===== config.mk =====
export PLATFORM = sky130hd
export DESIGN_NAME = dphy_lane_tx_seq
export DESIGN_NICKNAME = d
export VERILOG_FILES = /design/src/rtl/dsi_dphy_pkg.sv /design/src/rtl/dphy_lane_timer.sv /design/src/rtl/dphy_lane_tx_seq.sv
export SDC_FILE = /design/constraint.sdc
export NUM_CORES = 1
export LEC_CHECK = 0
export ABC_AREA = 1
export CAP_MARGIN = 10
export CORE_ASPECT_RATIO = 0.9
export CORE_UTILIZATION = 30
export DETAILED_ROUTE_END_ITERATION = 6
export PLACE_DENSITY = 0.55
export SLEW_MARGIN = 20
export SYNTH_ARGS = -nofsm -noshare
export SYNTH_HDL_FRONTEND = slang
export SYNTH_HIERARCHICAL = 1
export SYNTH_SLANG_ARGS = --single-unit

===== constraint.sdc =====
create_clock -name clk_word_i -period 3.1 [get_ports clk_word_i]
set_input_delay 0.62 -clock clk_word_i [delete_from_list [all_inputs] [get_ports clk_word_i]]
set_output_delay 0.62 -clock clk_word_i [all_outputs]
set_load 0.1 [all_outputs]

===== src/rtl/dsi_dphy_pkg.sv =====
// Shared types and constants for the D-PHY lane transmit sequencer.
// The LP line codes are packed as {p, n}.
package dsi_dphy_pkg;

    typedef enum logic [2:0] {
        StIdle,
        StLpx,
        StPrep,
        StZero,
        StSync,
        StData,
        StTrail,
        StExit
    } dphy_state_e;

    localparam logic [1:0] Lp11 = 2'b11;
    localparam logic [1:0] Lp01 = 2'b01;
    localparam logic [1:0] Lp00 = 2'b00;

    localparam logic [7:0] SyncByteDefault = 8'hB8;

    // The sync byte sits in the last-transmitted byte lane; lower lanes stay 0 as extra HS-zero.
    function automatic logic [31:0] build_sync_word(input int unsigned bytes,
                                                    input logic [7:0] sync);
        return {24'd0, sync} << (8 * (bytes - 1));
    endfunction

endpackage


===== src/rtl/dphy_lane_timer.sv =====
// Loadable down-counter for D-PHY state durations.
// A load of N (0 treated as 1) makes expired_o high after N cycles, counting the load cycle's successor.
module dphy_lane_timer #(
    parameter int unsigned g_tcnt_bits = 8
) (
    input  logic                   clk_i,
    input  logic                   rst_i,
    input  logic                   load_i,
    input  logic [g_tcnt_bits-1:0] val_i,
    output logic                   expired_o
);

    localparam logic [g_tcnt_bits-1:0] One = {{(g_tcnt_bits - 1){1'b0}}, 1'b1};

    logic [g_tcnt_bits-1:0] cnt_q, cnt_d;

    always_comb begin
        cnt_d = cnt_q;
        if (load_i) begin
            cnt_d = (val_i == '0) ? '0 : val_i - One;
        end else if (cnt_q != '0) begin
            cnt_d = cnt_q - One;
        end
    end

    always_ff @(posedge clk_i or posedge rst_i) begin
        if (rst_i) begin
            cnt_q <= '0;
        end else begin
            cnt_q <= cnt_d;
        end
    end

    assign expired_o = (cnt_q == '0);

endmodule


===== src/rtl/dphy_lane_tx_seq.sv =====
// Per-lane D-PHY HS burst sequencer: LP-11 -> LP-01 -> LP-00 -> HS-zero -> SYNC -> payload
// -> HS-trail -> LP-11. All outputs are registered from the next state.
module dphy_lane_tx_seq
    import dsi_dphy_pkg::*;
#(
    parameter int unsigned g_bytes     = 1,
    parameter int unsigned g_tcnt_bits = 8,
    parameter logic [7:0]  g_sync      = SyncByteDefault
) (
    input  logic                   clk_word_i,
    input  logic                   rst_a_i,
    input  logic                   hs_req_i,
    input  logic [8*g_bytes-1:0]   data_i,
    output logic                   hs_ready_o,
    output logic                   busy_o,
    input  logic [g_tcnt_bits-1:0] t_lpx_i,
    input  logic [g_tcnt_bits-1:0] t_hs_prep_i,
    input  logic [g_tcnt_bits-1:0] t_hs_zero_i,
    input  logic [g_tcnt_bits-1:0] t_hs_trail_i,
    input  logic [g_tcnt_bits-1:0] t_hs_exit_i,
    output logic [8*g_bytes-1:0]   serdes_d_o,
    output logic                   hs_tq_o,
    output logic                   lp_oe_n_o,
    output logic                   lp_p_o,
    output logic                   lp_n_o
);

    localparam int unsigned W = 8 * g_bytes;
    localparam logic [W-1:0] SyncWord = W'(build_sync_word(g_bytes, g_sync));

    dphy_state_e state_q, state_d;

    logic [g_tcnt_bits-1:0] t_prep_q, t_zero_q, t_trail_q, t_exit_q;
    logic                   tmr_load;
    logic [g_tcnt_bits-1:0] tmr_val;
    logic                   tmr_expired;

    dphy_lane_timer #(
        .g_tcnt_bits (g_tcnt_bits)
    ) u_timer (
        .clk_i     (clk_word_i),
        .rst_i     (rst_a_i),
        .load_i    (tmr_load),
        .val_i     (tmr_val),
        .expired_o (tmr_expired)
    );

    always_comb begin
        state_d  = state_q;
        tmr_load = 1'b0;
        tmr_val  = t_lpx_i;
        unique case (state_q)
            StIdle: begin
                if (hs_req_i) begin
                    state_d  = StLpx;
                    tmr_load = 1'b1;
                    tmr_val  = t_lpx_i;
                end
            end
            StLpx: begin
                if (tmr_expired) begin
                    state_d  = StPrep;
                    tmr_load = 1'b1;
                    tmr_val  = t_prep_q;
                end
            end
            StPrep: begin
                if (tmr_expired) begin
                    state_d  = StZero;
                    tmr_load = 1'b1;
                    tmr_val  = t_zero_q;
                end
            end
            StZero: begin
                if (tmr_expired) begin
                    state_d = StSync;
                end
            end
            StSync, StData: begin
                if (hs_req_i) begin
                    state_d = StData;
                end else begin
                    state_d  = StTrail;
                    tmr_load = 1'b1;
                    tmr_val  = t_trail_q;
                end
            end
            StTrail: begin
                if (tmr_expired) begin
                    state_d  = StExit;
                    tmr_load = 1'b1;
                    tmr_val  = t_exit_q;
                end
            end
            StExit: begin
                if (tmr_expired) begin
                    state_d = StIdle;
                end
            end
            default: state_d = StIdle;
        endcase
    end

    always_ff @(posedge clk_word_i or posedge rst_a_i) begin
        if (rst_a_i) begin
            state_q    <= StIdle;
            t_prep_q   <= '0;
            t_zero_q   <= '0;
            t_trail_q  <= '0;
            t_exit_q   <= '0;
            serdes_d_o <= '0;
            hs_tq_o    <= 1'b1;
            lp_oe_n_o  <= 1'b0;
            lp_p_o     <= 1'b1;
            lp_n_o     <= 1'b1;
            hs_ready_o <= 1'b0;
            busy_o     <= 1'b0;
        end else begin
            state_q <= state_d;
            // Timings are frozen for the whole burst at the moment IDLE is left.
            if (state_q == StIdle && hs_req_i) begin
                t_prep_q  <= t_hs_prep_i;
                t_zero_q  <= t_hs_zero_i;
                t_trail_q <= t_hs_trail_i;
                t_exit_q  <= t_hs_exit_i;
            end
            busy_o     <= (state_d != StIdle);
            hs_ready_o <= (state_d == StData);
            case (state_d)
                StLpx: begin
                    serdes_d_o         <= '0;
                    hs_tq_o            <= 1'b1;
                    lp_oe_n_o          <= 1'b0;
                    {lp_p_o, lp_n_o}   <= Lp01;
                end
                StPrep: begin
                    serdes_d_o         <= '0;
                    hs_tq_o            <= 1'b1;
                    lp_oe_n_o          <= 1'b0;
                    {lp_p_o, lp_n_o}   <= Lp00;
                end
                StZero: begin
                    serdes_d_o         <= '0;
                    hs_tq_o            <= 1'b0;
                    lp_oe_n_o          <= 1'b1;
                    {lp_p_o, lp_n_o}   <= Lp00;
                end
                StSync: begin
                    serdes_d_o         <= SyncWord;
                    hs_tq_o            <= 1'b0;
                    lp_oe_n_o          <= 1'b1;
                    {lp_p_o, lp_n_o}   <= Lp00;
                end
                StData: begin
                    serdes_d_o         <= data_i;
                    hs_tq_o            <= 1'b0;
                    lp_oe_n_o          <= 1'b1;
                    {lp_p_o, lp_n_o}   <= Lp00;
                end
                StTrail: begin
                    // On entry serdes_d_o still holds the last SYNC/DATA word.
                    if (state_q != StTrail) begin
                        serdes_d_o <= {W{~serdes_d_o[W-1]}};
                    end
                    hs_tq_o            <= 1'b0;
                    lp_oe_n_o          <= 1'b1;
                    {lp_p_o, lp_n_o}   <= Lp00;
                end
                default: begin
                    serdes_d_o         <= '0;
                    hs_tq_o            <= 1'b1;
                    lp_oe_n_o          <= 1'b0;
                    {lp_p_o, lp_n_o}   <= Lp11;
                end
            endcase
        end
    end

endmodule


==> results of run 1 <==
layout by cell type, fill, tap and decap left out, drive strengths merged, types with 3 or more instances in the layout:
cell / instances
nor2: 33
ha: 3
a21oi: 12
nand4: 15
inv: 45
clkbuf: 10
clkinv: 3
o21ai: 32
nor3: 5
dfstp: 3
buf: 27
nand3: 29
nand2: 227
dfrtp: 54
clkdlybuf4s50: 50
per-layer routing:
layer / GRT usage, % / vias up
met5: 0 / -
li1: - / 1679
met4: 6.49 / 0
met1: 21.8 / 1527
met2: 24.4 / 74
met3: 3.26 / 2
area by class of cell:
| cell class | instances | area [um2] | area share [%] |
|---|---|---|---|
| multi-input cells | 367 | 1750 | 38.3 |
| repair buffers | 77 | 719 | 15.7 |
| clock inverters | 6 | 82.6 | 1.81 |
| flip-flops and latches | 57 | 1430 | 31.3 |
| clock buffers | 10 | 229 | 5.01 |
| inverters | 45 | 171 | 3.75 |
| well taps | 152 | 190 | 4.16 |
synth_stat cells:
cell / count
a211oi_1: 1
a211oi_2: 1
a21boi_0: 2
a21oi_1: 12
a22o_1: 1
a41oi_1: 1
buf_2: 6
buf_4: 4
buf_6: 1
clkbuf_1: 3
clkbuf_2: 1
dfrtp_1: 54
dfstp_2: 3
ha_1: 3
inv_1: 39
inv_2: 5
inv_4: 1
nand2_1: 223
nand2_2: 4
nand3_1: 25
nand3_2: 4
nand4_1: 13
nand4_2: 1
nand4_4: 1
nor2_1: 23
nor2_2: 4
nor2_4: 4
nor2_8: 2
nor3_1: 3
nor3_2: 1
nor3_4: 1
o211ai_1: 1
o21ai_0: 31
o21ai_1: 1
o21bai_1: 1
or2_2: 1
xnor2_1: 1
xor2_1: 1
logic make-up after synthesis:
group | share of synthesized area [%]
AND/OR/NAND/NOR | 40.6
buffers and inverters | 7.58
flip-flops | 41.8
AO/OA/AOI/OAI | 8.42
adder cells (fa/ha/maj) | 1.10
XOR/XNOR | 0.513
registers in the layout, indices dropped and copies added, names as in the netlist, 3 cells and up:
name           cells
u_timer/cnt_q      8
t_exit_q           8
t_prep_q           8
state_q            3
t_zero_q           8
serdes_d_o         8
t_trail_q          8
repair_timing:
action	CTS	global route
gates resized for setup	0	10
endpoints found under the setup margin	0	8
buffers inserted	0	5
final timing paths:
check | startpoint | end | slack, ns | cells after the start
setup reg to reg | u_timer/cnt_q[0] | u_timer/cnt_q[1] | 0.25 | 21
setup / recovery | u_timer/cnt_q[0] | u_timer/cnt_q[1] | 0.25 | 21
hold reg to reg | t_prep_q[7] | t_prep_q[7] | 0.48 | 2
max in group asynchronous | rst_a_i | hs_tq_o | 1.85 | 3
min in group asynchronous | rst_a_i | u_timer/cnt_q[2] | 0.61 | 2
hold / removal | t_prep_q[7] | t_prep_q[7] | 0.48 | 2
critical path, stage by stage, from the launching register on:
cell and delay (ns):
dfrtp_1 0.40, inv_1 0.10, ha_2 0.20, inv_1 0.05
nor2_2 0.13, nand3_2 0.15, nor2_4 0.20, inv_2 0.10
nand2_1 0.14, nand2_1 0.07, nand2_1 0.07, nand3_1 0.13
a211oi_2 0.16, nand2_1 0.12, nor2_1 0.20, nand2_2 0.11
nor2_4 0.17, nor2_8 0.06, nand2_1 0.06, nand2_1 0.05
nand2_1 0.05, nand2_1 0.04
power groups by stage:
| stage | registers, mW | clock network (mW) | logic (mW) |
|---|---|---|---|
| floorplan | 1.31 | 0 | 0.932 |
| global placement | 1.22 | 0 | 1.37 |
| detailed placement | 1.22 | 0 | 1.38 |
| CTS | 1.22 | 1.06 | 1.38 |
| global route | 1.25 | 1.09 | 1.63 |
| finish | 1.22 | 1.03 | 1.45 |
stage by stage:
| step | power (mW) | TNS, ns | cell area [um2] | cells | hold WS, ns |
|---|---|---|---|---|---|
| final | 3.70 | 0 | 4570 | 714 | 0.485 |
| after CTS | 3.66 | 0 | 4510 | 709 | 0.485 |
| after global placement | 2.59 | 0 | 4200 | 693 | 0.469 |
| after detailed placement | 2.60 | 0 | 4200 | 693 | 0.469 |
| after global routing | 3.98 | -0.0223 | 4570 | 714 | 0.517 |
| after floorplan | 2.24 | 0 | 3420 | 484 | 0.436 |
==> results.yml, run 1 <==
outcome:
  status: "finished clean"
drt:
  num_vias: 3282
  drc: 0
  met2WireLength_mm: 3.99
  via_per_inst: 4.60
  wl_met1_mm: 4.37
  ant_nets: 0
  detail_route.wl_per_cell_um: 12.3
  dr.pass1.iters: 5
  wl_mm: 8.80
  wl_met3_um: 388
  routed.top_layer: "met4"
  drtIter0Drc: 216
worst_setup_path:
  required_ns: 3.30
  startpoint_type: "register"
  cp_max_fo: 8
  endpoint_kind: "register"
  arrival_ns: 3.05
  path_class: "register to register"
sta:
  setup_slack_ns: 0.249
  drv_slew: 0
  worst_pin_slew_ns: 0.479
  relSlewSlack_pct: 67.8
  hold_viol: 0
  finalSetupViolCount: 0
  max_freq_mhz: 351
  timing.final.crit_period_ns: 2.85
  fin_skew_ns: 0.0125
  finalCritPeriodShare_pct: 92.0
synthesis:
  syn_area_mm2: 0.00342
  ys_ff_latch: 57
  netlist_instances: 484
  seq_area_frac_synth_pct: 41.8
  synth_largest_area_cell: "dfrtp_1"
  synth.distinct_cells: 38
  syn_area_per_cell_um2: 7.06
  ys_warn_count: 6
  synth_top_area_share_pct: 39.5
  syn-num-nets: 538
  synth_area_leaders: "dfrtp_1, nand2_1, o21ai_0, inv_1, nand3_1"
clock_tree:
  cts_max_path_buffers: 2
  cts_hold_buf: 0
  cts_htree_levels: 3
  clk_pin_slew_ns: 0.05
  cts_made_buffers: 9
  cts_sinks: 57
  clk_latency_ns: 0.32
  cts_tree: "yes"
  cts-root-buf: "clkbuf_16"
pwr:
  peakVddDrop_uv: 262
  p_int_mw: 2.23
  power_frac_comb_pct: 39.1
  power_switching_mw: 1.47
  sequentialPowerShare_pct: 32.9
  p_leak_nw: 2.31
  swShare_pct: 39.8
  clkPwrFrac_pct: 27.9
  power.density_mw_per_mm2: 809
die:
  ios: 65
  die_area_mm2: 0.0118
  rows: 36
  die_w_um: 115
  start_util_pct: 31.2
  core-area_mm2: 0.0109
  die_h_um: 103
job:
  maxCapViolCount: 0
layout:
  post-route-util_pct: 41.8
  n_antenna_cell: 0
  nNetsFinal: 611
  synthToLayoutAreaGrowth_pct: 33.8
  fill_cells: 1148
  drive_gt1_share_pct: 14.6
place:
  portBuffers: 64
  gp_congestion: 0.875
  place_hpwl_mm: 6.56
  post-place-ws_ns: 0.198
global_routing:
  grt_pass1_wl_mm: 14.4
  antenna_found_initial: 0
  grt_max_degree: 40
  grt-ovfl-total: 0
  grtUsageTotal_pct: 15.8
  grt_pass1_vias: 3019
hold_path:
  min_path_type: "register to register"
No activity file was read; power rests on OpenSTA's default activity.
==> run 2, diff against run 1 <==
- CORE_MARGIN: default -> 2
==> run 2 against run 1 <==
  * Design area grew 0.98%
  * Flip-flop and latch count is the same
  * Global-route usage grew 0.14 points
  * Power grew 2.0%
  * Maximum frequency shrank 0.93%
  * Non-clock buffer count grew 1
  * Via count grew 1.0%
  * Hold slack lost 0.0046 ns
==> results.yml, run 2 (same netlist as run 1, synthesis figures left out) <==
outcome:
  status: "finished clean"
global_routing:
  grt-ovfl-total: 0
  grt_pass1_wl_mm: 15.2
  grt_pass1_vias: 3089
  antenna_found_initial: 0
  grt_max_degree: 40
  grtUsageTotal_pct: 16.0
clock_tree:
  cts_sinks: 57
  cts_made_buffers: 9
  clk_latency_ns: 0.33
  cts_max_path_buffers: 2
  cts-root-buf: "clkbuf_16"
  cts_tree: "yes"
  cts_htree_levels: 3
  cts_hold_buf: 0
  clk_pin_slew_ns: 0.05
worst_setup_path:
  path_cells: "inv_1 -> ha_2 -> inv_1 -> nor2_2 -> nand3_2 -> nor2_4 -> clkinvlp_4 -> nand2_1 -> a21boi_0 -> o21ai_0 -> nor2_1 -> o21ai_0 -> inv_1 -> ha_1 -> nand3_2 -> nor2_4 -> nor2_8 -> nand2_1 -> nand2_1 -> nand2_1 -> nand2_1"
  startpoint_type: "register"
  path_class: "register to register"
  crit_slowest_cell: "dfrtp_1"
  path_buf_inv: 4
  arrival_ns: 3.09
  required_ns: 3.31
  r2r_setup_slack_ns: 0.22
  reg2reg_to: "u_timer/cnt_q[0]"
  critPathCapture: "u_timer/cnt_q[0]"
  crit_path_max_incr_delay_ns: 0.39
  worstSetupStartpoint: "u_timer/cnt_q[1]"
  cp_max_fo: 8
  cp.depth: 21
  r2r_cells: 21
  crit-reg2reg-launch: "u_timer/cnt_q[1]"
  endpoint_kind: "register"
  critPathTopFamily: "simple AND/OR/NAND/NOR gates"
  cpMostUsedCell: "nand2_1"
drt:
  wl_mm: 9.08
  num_vias: 3315
  detail_route.wl_per_cell_um: 12.7
  via_per_inst: 4.64
  drtIter0Drc: 178
  dr.pass1.iters: 4
  ant_nets: 0
  drc: 0
layout:
  multi_input_area_mm2: 0.00176
  mostFrequentLayoutCells: "nand2_1, dfrtp_1, clkdlybuf4s50_1, inv_1, o21ai_0"
  fill_cells: 1124
  nNetsFinal: 612
  drive_gt1_share_pct: 15.6
  final_cell_area_mm2: 0.00462
  synthToLayoutAreaGrowth_pct: 35.1
  layout_commonest_cell: "nand2_1"
  n_antenna_cell: 0
  seqCellArea_mm2: 0.00143
sta:
  max_freq_mhz: 347
  fin_skew_ns: 0.0104
  worst_pin_slew_ns: 0.677
  finalCritPeriodShare_pct: 92.8
  drv_slew: 0
  relSlewSlack_pct: 54.4
  hold_viol: 0
  fin_hold_ws_ns: 0.480
  timing.final.crit_period_ns: 2.88
  setup_tns_ns: 0
  finalSetupViolCount: 0
die:
  die_w_um: 117
  start_util_pct: 31.2
  die_h_um: 105
  core-area_mm2: 0.0109
  ios: 65
  die_area_mm2: 0.0123
  rows: 36
job:
  maxCapViolCount: 0
pwr:
  p_leak_nw: 2.32
  peakVddDrop_uv: 272
  power.density_mw_per_mm2: 817
place:
  portBuffers: 64
  gp_congestion: 0.830
  place_hpwl_mm: 6.71
  dpl_cell_area_mm2: 0.00421
hold_path:
  min_path_type: "register to register"
-- run 2: metrics by stage --
stage,power (mW),utilization (%),worst slack [ns],cells
finish,3.77,42.2,0.222,715
global placement,2.60,38.5,0.217,693
global route,4.06,42.2,-0.0223,715
detailed placement,2.61,38.5,0.130,693
CTS,3.72,41.5,0.111,709
floorplan,2.24,-,0.362,484
-- run 2: layout make-up --
cell class	count	area share [%]
tap	152	4.12
timing repair buffer	78	15.9
clock inverter	5	1.68
multi-input combinational	367	38.0
clock buffer	11	5.47
inverter	45	3.79
sequential	57	31.0
-- run 2: repair_timing --
action / CTS / global route
setup buffers: 0 / 6
endpoints found under the setup margin: 0 / 8
gates resized for setup: 0 / 12
-- run 2: worst reg2reg max path, delay by kind of cell, from the launching register on --
family                   cells  cell delay, ns
AO/OA/AOI/OAI                3            0.38
AND/OR/NAND/NOR             12            1.16
adder cells (fa/ha/maj)      2            0.37
buffers and inverters        4            0.47
flip-flops                   1            0.39
-- run 2: per-layer routing --
metal  track usage, %  wire length, um
met3             3.39              434
met1             23.0             4520
met5                0                0
met4             5.36              138
met2             23.8             3980
-- run 2: worst min path at each step --
stage          depth (start not counted)        start          endpoint
6_report                               2  t_exit_q[6]       t_exit_q[6]
5_1_grt                                2  t_exit_q[0]       t_exit_q[0]
4_1_cts                                2  t_exit_q[6]       t_exit_q[6]
3_5_place_dp                           2  t_exit_q[6]       t_exit_q[6]
3_3_place_gp                           2  t_exit_q[6]       t_exit_q[6]
2_1_floorplan                          1      rst_a_i  u_timer/cnt_q[0]
-- run 2: report_power, final --
group          switching, mW  internal (mW)  total (mW)
Sequential             0.200           1.02        1.22
Combinational          0.950          0.517        1.47
Clock                  0.347          0.743        1.09
==> run 3, diff against run 2 <==
- PLACE_DENSITY: 0.55 -> default
- PLACE_DENSITY_LB_ADDON: default -> 0.3
- SYNTH_HIERARCHICAL: 1 -> default
==> run 3 against run 2 <==
  * The run now ends with design-rule violations left
  * Largest power group is now the clock network
  * Power down 48%
  * Setup slack better by 0.42 ns
  * Highest routed layer unchanged
  * Critical path type unchanged
  * Synthesized cell count down 11%
  * Flip-flop and latch count unchanged
  * First-iteration DRC count down 25%
  * Via count down 13%
==> results.yml, run 3 <==
outcome:
  status: "complete, but fails checks"
  violations: "design-rule violations"
worst_setup_path:
  r2r_cells: 17
  cpMostUsedCell: "nand2_2"
  reg2reg_to: "u_timer.cnt_q[7]"
  path_buf_inv: 3
  required_ns: 3.34
  endpoint_kind: "register"
  startpoint_type: "register"
  path_cells: "inv_1 -> ha_1 -> nand2_1 -> nor2_4 -> nand2_2 -> inv_2 -> nand2_1 -> nand2_2 -> nor2_4 -> ha_1 -> nand4_1 -> nor2_1 -> nand3_1 -> nand2_2 -> inv_2 -> nand3_1 -> a21oi_1"
  path_class: "register to register"
  crit-reg2reg-launch: "u_timer.cnt_q[0]"
  critPathTopFamily: "simple AND/OR/NAND/NOR gates"
  arrival_ns: 2.70
  crit_slowest_cell: "dfrtp_1"
  r2r_setup_slack_ns: 0.64
  cp_max_fo: 7
  crit_path_max_incr_delay_ns: 0.38
sta:
  fin_skew_ns: 0.00935
  timing.final.crit_period_ns: 2.46
  setup_slack_ns: 0.644
  rsz0062_at_grt: "no"
  finalCritPeriodShare_pct: 79.2
  worst_pin_slew_ns: 0.396
  fin_hold_ws_ns: 0.469
  setup_tns_ns: 0
  hold_viol: 0
  finalSetupViolCount: 0
  drv_slew: 0
  relSlewSlack_pct: 73.6
  max_freq_mhz: 407
layout:
  seqCellArea_mm2: 0.00143
  n_antenna_cell: 0
  layout_commonest_cell: "nand2_1"
  fin_cells: 637
  fill_cells: 1058
  synthToLayoutAreaGrowth_pct: 32.4
  mostFrequentLayoutCells: "nand2_1, dfrtp_1, clkdlybuf4s50_1, nor2_1, inv_1"
  drive_gt1_share_pct: 15.6
  nNetsFinal: 557
  multi_input_area_mm2: 0.00156
  post-route-util_pct: 41.1
  final_cell_area_mm2: 0.00425
synthesis:
  netlist_instances: 433
  async_reset_ff_share_pct: 100
  syn_area_mm2: 0.00321
  synth_edf_count: 0
  syn-num-nets: 487
  synth_common_cells: "nand2_1, dfrtp_1, inv_1, nor2_1, nand3_1"
  ys_warn_count: 0
  syn_area_per_cell_um2: 7.40
  seq_area_frac_synth_pct: 44.6
  synth_largest_area_cell: "dfrtp_1"
  yosys.cell_count.top_type: "nand2_1"
  synth_top_area_share_pct: 42.2
  synth.distinct_cells: 30
  ys_ff_latch: 57
  synth_ff_type: "dfrtp_1"
  synth_area_leaders: "dfrtp_1, nand2_1, nand3_1, inv_1, nor2_1"
place:
  placed_cells_incl_taps: 621
  portBuffers: 64
  place_hpwl_mm: 6.11
  post-place-ws_ns: 0.385
  dpl_cell_area_mm2: 0.00395
  gp_congestion: 0.807
drt:
  wl_mm: 7.78
  drc: 3
  via_per_inst: 4.53
  detail_route.wl_per_cell_um: 12.2
  dr.pass1.iters: 6
  ant_nets: 0
  drtIter0Drc: 134
  num_vias: 2884
pwr:
  p_leak_nw: 2.19
  peakVddDrop_uv: 192
  power.density_mw_per_mm2: 464
  finalPower_mw: 1.97
die:
  start_util_pct: 31.0
  die_h_um: 102
  core-area_mm2: 0.0103
  die_area_mm2: 0.0115
  die_w_um: 113
  rows: 35
  ios: 65
global_routing:
  use_met3_pct: 3.97
  grt-ovfl-total: 0
  grt_pass1_wl_mm: 13.5
  globalRoute.busiestLayer: "met2"
  grt_pass1_vias: 2926
  use_met1_pct: 19.0
  grt_max_degree: 35
  antenna_found_initial: 0
  use_met2_pct: 24.7
  grtUsageTotal_pct: 14.8
clock_tree:
  post_cts_buffers: 0
  cts_made_buffers: 9
  cts_max_path_buffers: 2
  cts_tree: "yes"
  cts-root-buf: "clkbuf_16"
  clk_pin_slew_ns: 0.05
  clk_latency_ns: 0.33
  cts_sinks: 57
  cts_htree_levels: 3
  cts-resized-gates: 0
  cts_hold_buf: 0
hold_path:
  min_to: "t_trail_q[7]"
  min-delay-start: "t_trail_q[7]"
  min_path_type: "register to register"
  min_path_cells: 2
job:
  maxCapViolCount: 0
-- run 3: cell types whose count changed after synthesis, sizes merged, moves of 4 or more --
cell / change
nand2: -28
nand4: -12
inv: -5
o21ai: -18
nor3: -5
a21oi: +7
buf: -8
nand3: +4
a21o: +8
nor2: +7
-- run 3: report_power, final --
| group | total [mW] | switching, mW | internal (mW) |
|---|---|---|---|
| sequential | 0.821 | 0.0335 | 0.787 |
| combinational | 0.190 | 0.0914 | 0.0985 |
| clock | 0.961 | 0.323 | 0.638 |
| total | 1.97 | 0.448 | 1.52 |
-- run 3: kinds of logic (layout without fill, tap and decap cells) --
kind of cell               count (synthesis)  after routing  share of synthesized area, %
AOI/OAI and AO/OA                         42             42                          7.26
xor gates and xnor gates                   3              3                         0.820
adders and majority gates                  3              3                          1.17
buffers and inverters                     51            126                          6.60
DFF                                       57             57                          44.6
and+or+nand+nor                          277            277                          39.5
-- run 3: worst max-delay path by stage --
stage	from	endpoint	slack (ns)	depth (start not counted)
4_1_cts	u_timer.cnt_q[0]	u_timer.cnt_q[7]	0.62	17
3_5_place_dp	hs_req_i	u_timer.cnt_q[7]	0.38	14
6_report	u_timer.cnt_q[0]	u_timer.cnt_q[7]	0.64	17
3_3_place_gp	hs_req_i	u_timer.cnt_q[1]	0.45	14
5_1_grt	state_q[2]	u_timer.cnt_q[1]	0.38	16
2_1_floorplan	u_timer.cnt_q[0]	u_timer.cnt_q[1]	1.04	16
-- run 3: cell type report --
class,count,share of cell area [%]
clock buffers,12,5.81
clock inverters,4,1.06
inverters,42,3.83
multi-input cells,325,36.8
flip-flops and latches,57,33.7
well taps,129,3.80
repair buffers,68,15.0
-- run 3: per-layer routing --
metal  wire [um]  share of wire, %
met1        3610                46
met2        3780                49
met3         291               3.7
met4          88               1.1
met5           0                 0
-- run 3: tightest hold or removal path, stage by stage, from the launching register on --
cell,delay [ns]
dfrtp_1,0.34
nand2_1,0.05
nand2_1,0.04
